$ cat src/rtl/fetch_stage.sv
// fetch_stage: instruction-fetch stage of the pipelined CPU.
// Owns the program counter, issues requests to a variable-latency instruction
// memory, applies decode-stage branch/jump redirects and delivers the fetched
// word (or a bubble request) to the fetch/decode pipeline register.
module fetch_stage #(
   parameter logic [31:0] RESET_PC = 32'h0000_0000,
   parameter int          CNT_W    = 16
) (
   input  logic             clk,
   input  logic             rst,
   input  logic             haz_enable,
   input  logic             branch_taken_d,
   input  logic [31:0]      branch_target_d,
   input  logic             jump_d,
   input  logic [31:0]      jump_target_d,
   output logic             imem_req,
   output logic [31:0]      imem_addr,
   input  logic             imem_ready,
   input  logic [31:0]      imem_rdata,
   output logic [31:0]      instr_f,
   output logic [31:0]      pc_f,
   output logic [31:0]      pc_plus_4_f,
   output logic             sig_clr,
   output logic [CNT_W-1:0] bubble_cnt
);

   // FETCH: a request is outstanding for pc_f.
   // HELD:  the word for pc_f arrived during a stall and is parked in held_instr.
   typedef enum logic {
      FETCH = 1'b0,
      HELD  = 1'b1
   } state_t;

   state_t      state;
   logic [31:0] held_instr;
   logic        redir;
   logic [31:0] redir_target;

   // Redirects only count while the pipeline advances; branch beats jump.
   always_comb begin
      redir        = haz_enable & (branch_taken_d | jump_d);
      redir_target = branch_taken_d ? branch_target_d : jump_target_d;
   end

   // The address bus always mirrors the current PC; a new address is a new request.
   assign imem_addr = pc_f;

   // Combinational view of the stage towards memory and the F/D register.
   always_comb begin
      // NOTE: every output gets a default first so no path leaves it unassigned (no latch).
      imem_req = 1'b0;
      instr_f  = 32'h0000_0000;
      sig_clr  = 1'b1;
      if (!rst) begin
         if (redir) begin
            // Wrong-path word is squashed; any imem_ready this cycle is ignored.
            imem_req = (state == FETCH);
            instr_f  = 32'h0000_0000;
            sig_clr  = 1'b1;
         end else begin
            unique case (state)
               FETCH: begin
                  imem_req = 1'b1;
                  if (imem_ready) begin
                     instr_f = imem_rdata;
                     sig_clr = 1'b0;
                  end else begin
                     instr_f = 32'h0000_0000;
                     sig_clr = 1'b1;
                  end
               end
               HELD: begin
                  imem_req = 1'b0;
                  instr_f  = held_instr;
                  sig_clr  = 1'b0;
               end
               default: begin
                  imem_req = 1'b0;
                  instr_f  = 32'h0000_0000;
                  sig_clr  = 1'b1;
               end
            endcase
         end
      end
   end

   // PC / state machine: advance, hold, capture during stall, or redirect.
   // pc_plus_4_f is kept as its own register so advancing is just pc_f <= pc_plus_4_f.
   always_ff @(posedge clk or posedge rst) begin
      if (rst) begin
         // NOTE: held_instr is a single pipeline word, not a memory, so it is reset like any flop.
         state       <= FETCH;
         pc_f        <= RESET_PC;
         pc_plus_4_f <= RESET_PC + 32'd4;
         held_instr  <= 32'h0000_0000;
      end else if (redir) begin
         // NOTE: sequential state uses non-blocking assignments so all flops update together.
         state       <= FETCH;
         pc_f        <= redir_target;
         pc_plus_4_f <= redir_target + 32'd4;
      end else begin
         unique case (state)
            FETCH: begin
               if (imem_ready) begin
                  if (haz_enable) begin
                     pc_f        <= pc_plus_4_f;
                     pc_plus_4_f <= pc_plus_4_f + 32'd4;
                  end else begin
                     held_instr  <= imem_rdata;
                     state       <= HELD;
                  end
               end
            end
            HELD: begin
               if (haz_enable) begin
                  pc_f        <= pc_plus_4_f;
                  pc_plus_4_f <= pc_plus_4_f + 32'd4;
                  state       <= FETCH;
               end
            end
            default: state <= FETCH;
         endcase
      end
   end

   // Saturating count of bubbles actually loaded into F/D.
   always_ff @(posedge clk or posedge rst) begin
      if (rst) begin
         bubble_cnt <= '0;
      end else if (sig_clr && haz_enable && (bubble_cnt != {CNT_W{1'b1}})) begin
         bubble_cnt <= bubble_cnt + 1'b1;
      end
   end

endmodule

$ cat config.mk
export PLATFORM = sky130hd
export DESIGN_NAME = fetch_stage
export DESIGN_NICKNAME = d
export VERILOG_FILES = /design/src/rtl/fetch_stage.sv
export SDC_FILE = /design/constraint.sdc
export NUM_CORES = 1
export LEC_CHECK = 0
export BUFFER_PORTS_ARGS = -buffer_cell sky130_fd_sc_hd__buf_2
export CAP_MARGIN = 20
export CORE_MARGIN = 8
export CORE_UTILIZATION = 31
export DETAILED_ROUTE_END_ITERATION = 10
export PLACE_DENSITY = 0.66
export SETUP_SLACK_MARGIN = 0.2
export SYNTH_ARGS = -nofsm -noshare
export SYNTH_HDL_FRONTEND = slang
export SYNTH_SLANG_ARGS = --single-unit
$ cat constraint.sdc
create_clock -name clk -period 8.03 [get_ports clk]
set_input_delay 1.606 -clock clk [delete_from_list [all_inputs] [get_ports clk]]
set_output_delay 1.606 -clock clk [all_outputs]
set_load 0.01 [all_outputs]
# --- Word-level counts from Yosys, hierarchy flattened ---
# Cells that the tools add are included.
op_classes:
  addsub: 3
  n_eq_ne: 2
  n_reduce_logical: 3
  n_mux: 24
  bitwise: 5
op_table:
  columns: ["cell", "count"]
  rows:
  - ["$mux 32", 10]
  - ["$pmux 32 s2", 3]
  - ["$add 32x3->32 const B", 2]
  - ["$add 16x1->16 const B", 1]
  - ["$ne 16x16->1 const B", 1]
  - ["$mux 1", 8]
  - ["$pmux 1 s2", 3]
  - ["$reduce_and 4->1", 1]
  - ["$ne 3x3->1 const B", 1]
  - ["$not 1->1", 3]
  - ["$logic_and 1x1->1", 2]
  - ["$and 1x1->1", 1]
  - ["$or 1x1->1", 1]
totals:
  ff_bits: 113
  wordCells: 42
  out_inout_bits: 146

# --- Depth between registers and ports, before layout ---
depth:
  ltp_word: 6
  mapped_depth: 14
  mapped_depth_nobuf: 10

# --- Worst setup path before layout ---
# No wires, ideal clock.
synth_path:
  path_type: "input to output"
  from: "input rst"
  to: "output instr_f[10]"
  slack_ns: 1.542
  path_stages: 4
  t_arrival_ns: 4.882
  required_time_ns: 6.424
  cell_sequence: "inv_1 -> nand2_1 -> clkbuf_1 -> nor2_1"
synth_between:
  elab_chain_len: 1
synth_lines:
  columns: ["element", "line_no", "source"]
  rows:
  - ["start: declaration", "10", "input logic rst,"]
  - ["$mux 32", "54", "if (!rst) begin"]
  - ["end: declaration", "20", "output logic [31:0] instr_f,"]
# Every way passes these cells.

# --- Worst setup path after layout ---
layout_path:
  from: "input branch_taken_d"
  to: "output instr_f[20]"
layout_between:
  elab_chain_len: 4
layout_lines:
  columns: ["element", "line_no", "source"]
  rows:
  - ["start: declaration", "12", "input logic branch_taken_d,"]
  - ["$or 1x1->1", "41", "redir = haz_enable & (branch_taken_d | jump_d);"]
  - ["$and 1x1->1", "41", null]
  - ["$mux 32", "55", "if (redir) begin"]
  - ["$mux 32", "54", null]
# Every way passes these cells.

==> flow_summary.ini <==
[synth]
yosysWarningCount = 0
ys_ff_latch = 113
synth-edff-count = 0
netlist_area_mm2 = 0.00663
synth_nets = 797
synth-async-reset-ratio_pct = 100
yosysMostFrequentCell = dfrtp_1
yosys.area.top_type = dfrtp_1
synthTopCellsByArea = dfrtp_1 (42%), nand2_1 (6.0%), mux2_2 (5.9%), buf_4 (4.1%), xnor2_1 (3.8%)
ys_top_cells_by_count = dfrtp_1 (112), nand2_1 (106), nor2_1 (62)
synth_top_area_share_pct = 42.3
ys_seq_area_share_pct = 42.7
yosysUniqueCellTypes = 72
syn_area_per_cell_um2 = 9.56
syn_inst = 693
synthFlopType = dfrtp_1

[critical_path]
required_ps = 6420
critPathKind = in2out
crit_path_top_delay_cell = nand2_1
cp_slowest_stage_delay_ps = 450
start_kind = input pin
crit_chain = buf_2 -> buf_4 -> o21ai_2 -> nand2_1 -> buf_8 -> nor2_1 -> buf_2
cp_common_cell = buf_2
critPathCaptureType = output port
crit_path_max_fanout = 54
cp.arrival_ps = 3440

[min_path]
hp-class = reg2reg

[sta]
skew_ps = 7.12
maxSlewHeadroom_pct = 32.8
slew_viol_final = 0
tns_ps = 0
final_hold_viol_count = 0
clock.fmax_ghz = 0.198
rsz0062_at_grt = false
period_needed_ps = 5050
setup_viol = 0
period_share_pct = 62.9
worst_pin_slew_ps = 1010

[cts]
ctsHoldBuffers = 0
cts.sinks = 113
cts_resized = 0
clkLatencyLatePin_ps = 410
post_cts_buffers = 0
cts_buffers = 17
cts_tree = done
htree_levels = 4
cts.reportedPaths.clkPinSlew_ps = 50
ctsRootBufferMaster = clkbuf_16
cts.path.max_buffers = 2

[cells_and_area]
fin_area_mm2 = 0.00833
drive_above_1_share_pct = 40.7
area_growth_syn_to_layout_pct = 25.7
layout.nets = 995
final_core_util_pct = 39.6
antennaDiodeCount = 0

[floorplan]
initial_core_util_pct = 31.5
num_io_pins = 248
core_area_mm2 = 0.0210
die_area_mm2 = 0.0263
die_height_um = 162
core.rowCount = 53
die_x_um = 162

[global_routing]
grt_max_degree = 110
grt_usage_pct = 15.5
antenna_found_initial = 1
met3_usage_pct = 4.15
overflow = 0
grt.met1_usage_pct = 18.4
grt.busiest_layer = met2
use_met2_pct = 26.6
grt_pass1_vias = 5852
grt_pass1_wl_um = 32200

[route]
drc = 0
firstDrtPassIters = 4
drt-initial-drc-count = 317
routed_wl_um = 20700
wl_per_cell_um = 17.6
vias = 5792
ant_nets = 0
vias_per_cell = 4.93

[run_status]
status = finished clean

[placement]
placed_area_mm2 = 0.00774
dp_hpwl_um = 15200
port_buffers = 247
gp_congestion = 0.798

[run]
maxCapViolations = 0

[power_and_ir_drop]
vdd_drop_max_uv = 144
powerDensity_mw_per_mm2 = 245
power.leakage_uw = 0.00392
-- state kept, by name (all words and copies together), names as in the netlist --
register     count
held_instr      32
imem_addr       32
bubble_cnt      16
pc_plus_4_f     32
state            1
-- final cells by class --
class	count	area, µm²
clock buffers	24	512
clock inverters	5	52.6
fillers	2144	12700
inverters	6	25.0
multi-input cells	496	3250
flip-flops and latches	113	2830
well taps	275	344
repair buffers	257	1320
-- metal layers --
metal | vias to the layer above | share of wire [%]
met2 | 169 | 50
li1 | 2803 | -
met4 | 2 | 1.7
met1 | 2789 | 42
met5 | - | 0.063
met3 | 29 | 5.6
-- cell families after synthesis --
logic type	synth area share (%)
and+or+nand+nor	23.7
AOI/OAI and AO/OA	13.3
DFF	42.7
buffers and inverters	8.44
xor gates and xnor gates	5.55
muxes	5.95
adders and majority gates	0.378
-- layout by cell type (no fill, tap or decap), types with 5 or more instances in the layout --
cell type	Yosys	final
a21oi_1	15	15
a22oi_1	25	25
and3_1	5	5
and4b_1	8	8
buf_2	3	247
buf_4	36	9
clkbuf_16	0	17
clkbuf_8	1	6
dfrtp_1	112	112
inv_1	6	5
mux2_2	35	35
nand2_1	106	106
nand2b_1	7	7
nand3_1	13	13
nand3b_1	11	11
nand4_1	6	6
nor2_1	62	62
nor3_1	8	8
nor3b_1	5	5
nor4_2	7	7
o21ai_0	39	39
o21ai_1	10	10
o221ai_1	5	5
o22ai_1	14	14
or2_2	8	8
xnor2_1	29	29
xor2_1	13	13
-- worst max-delay path, delay by kind of cell --
family | cells | cell delay [ps]
buffers and inverters | 4 | 860
AND/OR/NAND/NOR | 2 | 560
AO/OA/AOI/OAI | 1 | 410
-- where the power goes --
group | internal [µW] | leakage [µW] | total [µW] | switching (µW)
registers | 682 | 0.00139 | 780 | 98.3
clock network | 467 | 0.000280 | 725 | 258
logic | 231 | 0.00225 | 532 | 302
total | 1380 | 0.00392 | 2040 | 658
-- through the flow --
step                cells  hold WS (ps)  power [µW]  setup WS, ps
detailed placement   1145           476        1330          2700
finish               1176           491        2040          2980
CTS                  1174           491        2060          2700
global placement     1145           473        1320          2800
floorplan             693           481        1140          1540
global route         1176           498        2150          2650
-- path summary, 6_finish.rpt --
kind | to | start | slack, ps | cells after the start
max | instr_f[20] | branch_taken_d | 2980 | 7
min | bubble_cnt[8]$_DFFE_PP0P_ | bubble_cnt[8]$_DFFE_PP0P_ | 490 | 1
max reg2reg | held_instr[3]$_DFFE_PP0P_ | state$_DFF_PP0_ | 5200 | 4
min reg2reg | bubble_cnt[8]$_DFFE_PP0P_ | bubble_cnt[8]$_DFFE_PP0P_ | 490 | 1
max in group asynchronous | pc_plus_4_f[25]$_DFFE_PP0P_ | rst | 5410 | 3
min in group asynchronous | pc_plus_4_f[17]$_DFFE_PP0P_ | rst | 1350 | 2
Note: power is estimated with default switching activity, not from simulation.
